$ cat src/rtl/spi_pkg.sv
// ============================================================================
//  Module   : spi_pkg
//  Desc     : Shared types, default sizes and helpers for the SPI master.
//  Revision : 1.0  initial release
// ============================================================================
`default_nettype none

package spi_pkg;

    // Frame sequencer states
    typedef enum logic [1:0] {
        IDLE  = 2'd0,
        SETUP = 2'd1,
        XFER  = 2'd2,
        HOLD  = 2'd3
    } spi_state_t;

    localparam int DEF_DATA_W  = 8;
    localparam int DEF_CLK_DIV = 4;

    // Conventional SPI mode number: mode = {cpol, cpha}
    function automatic logic [1:0] spi_mode(input logic cpol, input logic cpha);
        return {cpol, cpha};
    endfunction

endpackage

`default_nettype wire

$ cat src/rtl/spi_clk_gen.sv
// ============================================================================
//  Module   : spi_clk_gen
//  Desc     : sclk generator. A divider produces one sclk edge every CLK_DIV
//             clk cycles while run is high; an edge counter limits the frame
//             to 2*DATA_W edges and flags leading/trailing/last edges.
//             While run is low, sclk parks at cpol.
//  Revision : 1.0  initial release
// ============================================================================
`default_nettype none

module spi_clk_gen #(
    parameter int DATA_W  = 8,
    parameter int CLK_DIV = 4
) (
    input  logic clk,
    input  logic rst,
    input  logic run,
    input  logic cpol,
    output logic sclk,
    output logic lead_stb,
    output logic trail_stb,
    output logic last_edge
);

    localparam int DIV_W  = $clog2(CLK_DIV) + 1;
    localparam int EDGE_W = $clog2(2 * DATA_W) + 1;

    localparam logic [DIV_W-1:0]  DIV_LAST   = DIV_W'(CLK_DIV - 1);
    localparam logic [EDGE_W-1:0] EDGE_LAST  = EDGE_W'(2 * DATA_W - 1);
    localparam logic [EDGE_W-1:0] EDGE_TOTAL = EDGE_W'(2 * DATA_W);

    logic [DIV_W-1:0]  div_cnt;
    logic [EDGE_W-1:0] edge_cnt;
    logic              tick;

    // An edge is due when the divider wraps, unless the frame's edges are spent.
    // edge_cnt holds the number of edges already made, so an even count means
    // the upcoming edge is odd-numbered (leading).
    assign tick      = run && (div_cnt == DIV_LAST) && (edge_cnt != EDGE_TOTAL);
    assign lead_stb  = tick && !edge_cnt[0];
    assign trail_stb = tick &&  edge_cnt[0];
    assign last_edge = tick && (edge_cnt == EDGE_LAST);

    // Divider, edge counter and sclk toggle; all cleared/parked when not running
    always_ff @(posedge clk or posedge rst) begin
        if (rst) begin
            div_cnt  <= '0;
            edge_cnt <= '0;
            sclk     <= 1'b0;
        end else if (!run) begin
            div_cnt  <= '0;
            edge_cnt <= '0;
            sclk     <= cpol;
        end else if (tick) begin
            div_cnt  <= '0;
            edge_cnt <= edge_cnt + EDGE_W'(1);
            sclk     <= ~sclk;
        end else if (div_cnt != DIV_LAST) begin
            div_cnt  <= div_cnt + DIV_W'(1);
        end
    end

endmodule

`default_nettype wire

$ cat src/rtl/spi_master.sv
// ============================================================================
//  Module   : spi_master
//  Desc     : Single-clock SPI master, one DATA_W-bit full-duplex frame per
//             accepted start. Run-time CPOL/CPHA, start/busy/done handshake.
//             Optional macro SPI_MASTER_LSB_FIRST_EN adds a lsb_first input
//             selecting LSB-first wire order per frame.
//  Revision : 1.0  initial release
// ============================================================================
`default_nettype none

module spi_master
    import spi_pkg::*;
#(
    parameter int DATA_W  = DEF_DATA_W,
    parameter int CLK_DIV = DEF_CLK_DIV
) (
    input  logic              clk,
    input  logic              rst,
    input  logic              start,
    input  logic [DATA_W-1:0] data_in,
    input  logic              cpol,
    input  logic              cpha,
`ifdef SPI_MASTER_LSB_FIRST_EN
    input  logic              lsb_first,
`endif
    output logic              busy,
    output logic              done,
    output logic [DATA_W-1:0] data_out,
    output logic              sclk,
    output logic              ss,
    output logic              mosi,
    input  logic              miso
);

    localparam int                WAIT_W    = $clog2(CLK_DIV) + 1;
    localparam logic [WAIT_W-1:0] WAIT_LAST = WAIT_W'(CLK_DIV - 1);

    spi_state_t        state;
    logic [DATA_W-1:0] tx_sr;
    logic [DATA_W-1:0] rx_sr;
    logic              cpol_r;
    logic              cpha_r;
    logic              lsb_r;
    logic [WAIT_W-1:0] wait_cnt;

    logic              accept;
    logic              run;
    logic              cpol_gen;
    logic              lead_stb;
    logic              trail_stb;
    logic              last_edge;
    logic              sample_stb;
    logic              drive_stb;
    logic              wait_done;
    logic [1:0]        mode;
    logic              lsb_in;
    logic              lsb_sel;
    logic [DATA_W-1:0] tx_src;
    logic              tx_bit;
    logic [DATA_W-1:0] tx_next;

`ifdef SPI_MASTER_LSB_FIRST_EN
    assign lsb_in = lsb_first;
`else
    assign lsb_in = 1'b0;
`endif

    // The done cycle is already IDLE; refusing start there guarantees ss stays
    // high for at least one extra clk between back-to-back frames.
    assign accept    = (state == IDLE) && start && !done;
    assign run       = (state == XFER);
    assign wait_done = (wait_cnt == WAIT_LAST);

    // Feed the new polarity on the accepting edge so sclk settles to it in the
    // same cycle ss falls, never producing a spurious edge with ss low.
    assign cpol_gen = accept ? cpol : cpol_r;

    // Modes 0 and 2 sample on the leading edge, modes 1 and 3 on the trailing one
    assign mode       = spi_mode(cpol_r, cpha_r);
    assign sample_stb = ((mode == 2'd0) || (mode == 2'd2)) ? lead_stb  : trail_stb;
    assign drive_stb  = ((mode == 2'd0) || (mode == 2'd2)) ? trail_stb : lead_stb;

    // Shared "drive next bit" path: on accept it works on data_in directly,
    // which gives cpha=0 its first bit on mosi from SETUP entry.
    assign lsb_sel = accept ? lsb_in : lsb_r;
    assign tx_src  = accept ? data_in : tx_sr;
    assign tx_bit  = lsb_sel ? tx_src[0] : tx_src[DATA_W-1];
    assign tx_next = lsb_sel ? (tx_src >> 1) : (tx_src << 1);

    spi_clk_gen #(
        .DATA_W  (DATA_W),
        .CLK_DIV (CLK_DIV)
    ) u_clk_gen (
        .clk       (clk),
        .rst       (rst),
        .run       (run),
        .cpol      (cpol_gen),
        .sclk      (sclk),
        .lead_stb  (lead_stb),
        .trail_stb (trail_stb),
        .last_edge (last_edge)
    );

    // Frame sequencer: IDLE -> SETUP -> XFER -> HOLD -> IDLE, with shift registers
    always_ff @(posedge clk or posedge rst) begin
        if (rst) begin
            state    <= IDLE;
            ss       <= 1'b1;
            mosi     <= 1'b0;
            busy     <= 1'b0;
            done     <= 1'b0;
            data_out <= '0;
            tx_sr    <= '0;
            rx_sr    <= '0;
            cpol_r   <= 1'b0;
            cpha_r   <= 1'b0;
            lsb_r    <= 1'b0;
            wait_cnt <= '0;
        end else begin
            done <= 1'b0;
            case (state)
                IDLE: begin
                    busy <= 1'b0;
                    if (accept) begin
                        cpol_r   <= cpol;
                        cpha_r   <= cpha;
                        lsb_r    <= lsb_in;
                        ss       <= 1'b0;
                        busy     <= 1'b1;
                        rx_sr    <= '0;
                        wait_cnt <= '0;
                        state    <= SETUP;
                        if (cpha) begin
                            mosi  <= 1'b0;
                            tx_sr <= data_in;
                        end else begin
                            mosi  <= tx_bit;
                            tx_sr <= tx_next;
                        end
                    end
                end
                SETUP: begin
                    if (wait_done) begin
                        wait_cnt <= '0;
                        state    <= XFER;
                    end else begin
                        wait_cnt <= wait_cnt + WAIT_W'(1);
                    end
                end
                XFER: begin
                    if (drive_stb) begin
                        mosi  <= tx_bit;
                        tx_sr <= tx_next;
                    end
                    if (sample_stb) begin
                        rx_sr <= lsb_r ? {miso, rx_sr[DATA_W-1:1]}
                                       : {rx_sr[DATA_W-2:0], miso};
                    end
                    if (last_edge) begin
                        state <= HOLD;
                    end
                end
                HOLD: begin
                    if (wait_done) begin
                        wait_cnt <= '0;
                        ss       <= 1'b1;
                        data_out <= rx_sr;
                        done     <= 1'b1;
                        state    <= IDLE;
                    end else begin
                        wait_cnt <= wait_cnt + WAIT_W'(1);
                    end
                end
                default: state <= IDLE;
            endcase
        end
    end

endmodule

`default_nettype wire

$ cat config.mk
export PLATFORM = sky130hd
export DESIGN_NAME = spi_master
export DESIGN_NICKNAME = d
export VERILOG_FILES = /design/src/rtl/spi_pkg.sv /design/src/rtl/spi_clk_gen.sv /design/src/rtl/spi_master.sv
export SDC_FILE = /design/constraint.sdc
export NUM_CORES = 1
export LEC_CHECK = 0
export ABC_AREA = 1
export BUFFER_PORTS_ARGS = -buffer_cell sky130_fd_sc_hd__buf_2
export CAP_MARGIN = 20
export CORE_MARGIN = 4
export CORE_UTILIZATION = 58
export DETAILED_ROUTE_END_ITERATION = 8
export PLACE_DENSITY = 0.78
export SETUP_SLACK_MARGIN = 0.3
export SYNTH_ARGS = -nofsm -noshare
export SYNTH_HDL_FRONTEND = slang
export SYNTH_SLANG_ARGS = --single-unit
$ cat constraint.sdc
create_clock -name clk -period 2.4 [get_ports clk]
set_clock_uncertainty 0.2 [all_clocks]
set_input_delay 0.48 -clock clk [delete_from_list [all_inputs] [get_ports clk]]
set_output_delay 0.48 -clock clk [all_outputs]
set_load 0.02 [all_outputs]
==> flow_metrics.py <==
metrics = {
    "sta": {
        "final.setup.tns_ns": 0,
        "finalHoldViolCount": 0,
        "holdWs_ns": 0.2049,
        "finalCriticalPeriod_ns": 1.977,
        "setup_violations": 0,
        "fmax_mhz": 505.8,
        "grt_setup_unrepaired": "no",
        "post-route-period-util_pct": 82.37,
        "slew_violations": 0,
        "slew_headroom_pct": 63.26,
        "worst_pin_slew_ns": 0.5511,
    },
    "floorplan": {
        "num_io_pins": 27,
        "die_area_um2": 5371,
        "core_um2": 4058,
        "initial_core_util_pct": 60.93,
        "die_y_um": 73.29,
        "die_x_um": 73.29,
        "rows": 23,
    },
    "grt": {
        "grt_pass1_wl_um": 8887,
        "antenna_found_initial": 0,
        "grt-ovfl-total": 0,
        "grt_pass1_vias": 2081,
        "grt_max_degree": 25,
        "grtUsageTotal_pct": 21.00,
    },
    "drt": {
        "drt-pass1-iter-count": 4,
        "drtIter0Drc": 143,
        "highest-signal-layer": "met4",
        "wl_um": 5079,
        "drt-met1-wl_um": 2353,
        "ant_nets": 0,
        "drc_errors": 0,
        "wire_per_inst_um": 12.60,
        "vias": 2118,
        "route.met3.wl_um": 284,
        "drt-vias-per-instance": 5.256,
        "wl_met2_um": 2349,
    },
    "yosys": {
        "syn_avg_cell_area_um2": 7.726,
        "synth_cells": 320,
        "ys_seq_area_share_pct": 45.60,
        "synth_fp_nets": 345,
        "synth_warnings": 0,
        "ys_types": 28,
        "netlist_area_um2": 2472,
        "ys_seq_elements": 45,
    },
    "pwr": {
        "p_leak_uw": 0.001498,
        "vdd_drop_max_uv": 581.6,
        "cellPowerDensity_nw_per_um2": 972.4,
    },
    "clocking": {
        "path_clk_slew_ns": 0.09,
        "numCtsBuffers": 5,
        "clockBufferDepth": 2,
        "htreeDepth": 2,
        "insertion_delay_ns": 0.31,
        "cts.sinks": 45,
        "tritoncts": "done",
        "cts_root_buffer": "clkbuf_8",
    },
    "critical_path": {
        "crit_fanout": 9,
        "crit_required_ns": 2.41,
        "worstPathArrival_ns": 1.98,
        "critPathKind": "flop to flop",
        "end_kind": "flop",
        "critPathLaunchType": "flop",
        "r2r_setup_slack_ns": 0.42,
    },
    "job": {
        "max_cap_violations": 0,
    },
    "layout": {
        "layout-area-overhead-vs-synth_pct": 13.46,
        "layout-drive-gt1-share_pct": 16.71,
        "final_cells": 403,
        "layout.nets": 377,
        "diodes": 0,
    },
    "placement": {
        "io_buffer_count": 26,
        "gp_congestion": 0.8827,
        "dpl.cell_count": 394,
        "dp_hpwl_um": 3672,
    },
    "run_status": {
        "status": "finished, final reports clean",
    },
    "min_path": {
        "min_path_type": "input port to flop",
    },
}
[metal layers]
metal / vias to the layer above / GRT usage (%)
met4: 0 / 10.46
met1: 962 / 27.35
li1: 1095 / -
met3: 9 / 3.420
met5: - / 0
met2: 52 / 33.86
[logic make-up after synthesis]
family,synth area share [%]
flip-flops,45.60
buffers and inverters,7.439
AND/OR/NAND/NOR,30.92
XOR/XNOR,1.063
AO/OA/AOI/OAI,9.413
adder cells (fa/ha/maj),5.567
[cell type report]
cell class                 instances  area [um2]
multi-input combinational        232        1196
timing repair buffer              33       197.7
clock inverter                     3       21.27
inverter                          35       131.4
sequential                        45        1127
fill                             334        1252
tap                               50       62.56
clock buffer                       5       68.82
[flip-flops by register name, summed over array words and instances, names as in the netlist]
register / cells
mosi: 1
state: 2
u_clk_gen.edge_cnt: 5
wait_cnt: 3
ss: 1
busy: 1
u_clk_gen.div_cnt: 3
tx_sr: 8
lsb_r: 1
u_clk_gen.sclk: 1
rx_sr: 8
data_out: 8
cpol_r: 1
done: 1
cpha_r: 1
[power breakdown]
group / internal (uW) / leakage [uW] / total (uW) / switching (uW)
combinational: 421 / 0.000853 / 1200 / 779
sequential: 925 / 0.000600 / 1040 / 117
clock: 207 / 0.0000445 / 486 / 279
total: 1550 / 0.00150 / 2730 / 1170
[placed cells by master (no fill, tap or decap), types with 4 or more instances in the layout]
cell	instances
inv_1	30
buf_2	26
ha_1	9
clkbuf_8	5
buf_4	5
nand2_1	104
nand4_1	8
dfrtp_1	44
a21oi_1	6
nor2_1	26
o21ai_0	25
nand3_1	29
inv_2	5
nand2_2	4
[final timing paths]
kind,to,cells after the start,startpoint
max,rx_sr[6]$_DFFE_PP0P_,10,u_clk_gen.edge_cnt[0]$_DFFE_PP0P_
min,cpol_r$_DFFE_PP0P_,3,cpol
max reg2reg,rx_sr[6]$_DFFE_PP0P_,10,u_clk_gen.edge_cnt[0]$_DFFE_PP0P_
min reg2reg,mosi$_DFFE_PP0P_,2,mosi$_DFFE_PP0P_
max in group asynchronous,u_clk_gen.edge_cnt[1]$_DFFE_PP0P_,4,rst
min in group asynchronous,rx_sr[0]$_DFFE_PP0P_,3,rst
[per-stage QoR]
step | area, um2 | setup WS [ns] | power [uW] | utilization (%)
CTS | 2778 | 0.3436 | 2703 | 68.46
global route | 2805 | 0.3227 | 2968 | 69.13
detailed placement | 2670 | 0.2460 | 2199 | 65.80
floorplan | 2472 | 0.6622 | 1912 | -
finish | 2805 | 0.4231 | 2728 | 69.13
global placement | 2670 | 0.3459 | 2172 | 65.80
[cell usage after synthesis (all sizes together)]
library cell    n  share of area [%]
dfstp           1                1.1
a21oi           6                1.2
a21boi          1               0.30
o21ai          28                6.1
buf             6                1.8
o211ai          1               0.30
o32ai           1               0.35
inv            35                5.3
dfrtp          44                 45
nand4           8                2.0
nand3          32                7.1
or2             1               0.25
xor2            2               0.71
o22ai           2               0.51
nor2           26                3.9
clkbuf          2               0.30
a211oi          2               0.61
xnor2           1               0.35
nand2         110                 18
ha             11                5.6
[timing repair]
action,in CTS,in global routing
resized for setup,1,6
pin swaps,0,0
endpoints found under the setup margin,7,19
setup buffers,0,0
hold buffers,1,0
hold endpoints to repair,20,0
[worst max-delay path: stages, from the launching register on]
cell     delay, ns
dfrtp_1       0.44
inv_1         0.13
ha_1          0.21
nand2_1       0.06
inv_1         0.04
nand2_1       0.14
nand4_1       0.14
nand3_2       0.20
nand2_2       0.16
nand2_1       0.10
nand2_1       0.05
No activity file was read; power rests on OpenSTA's default activity.
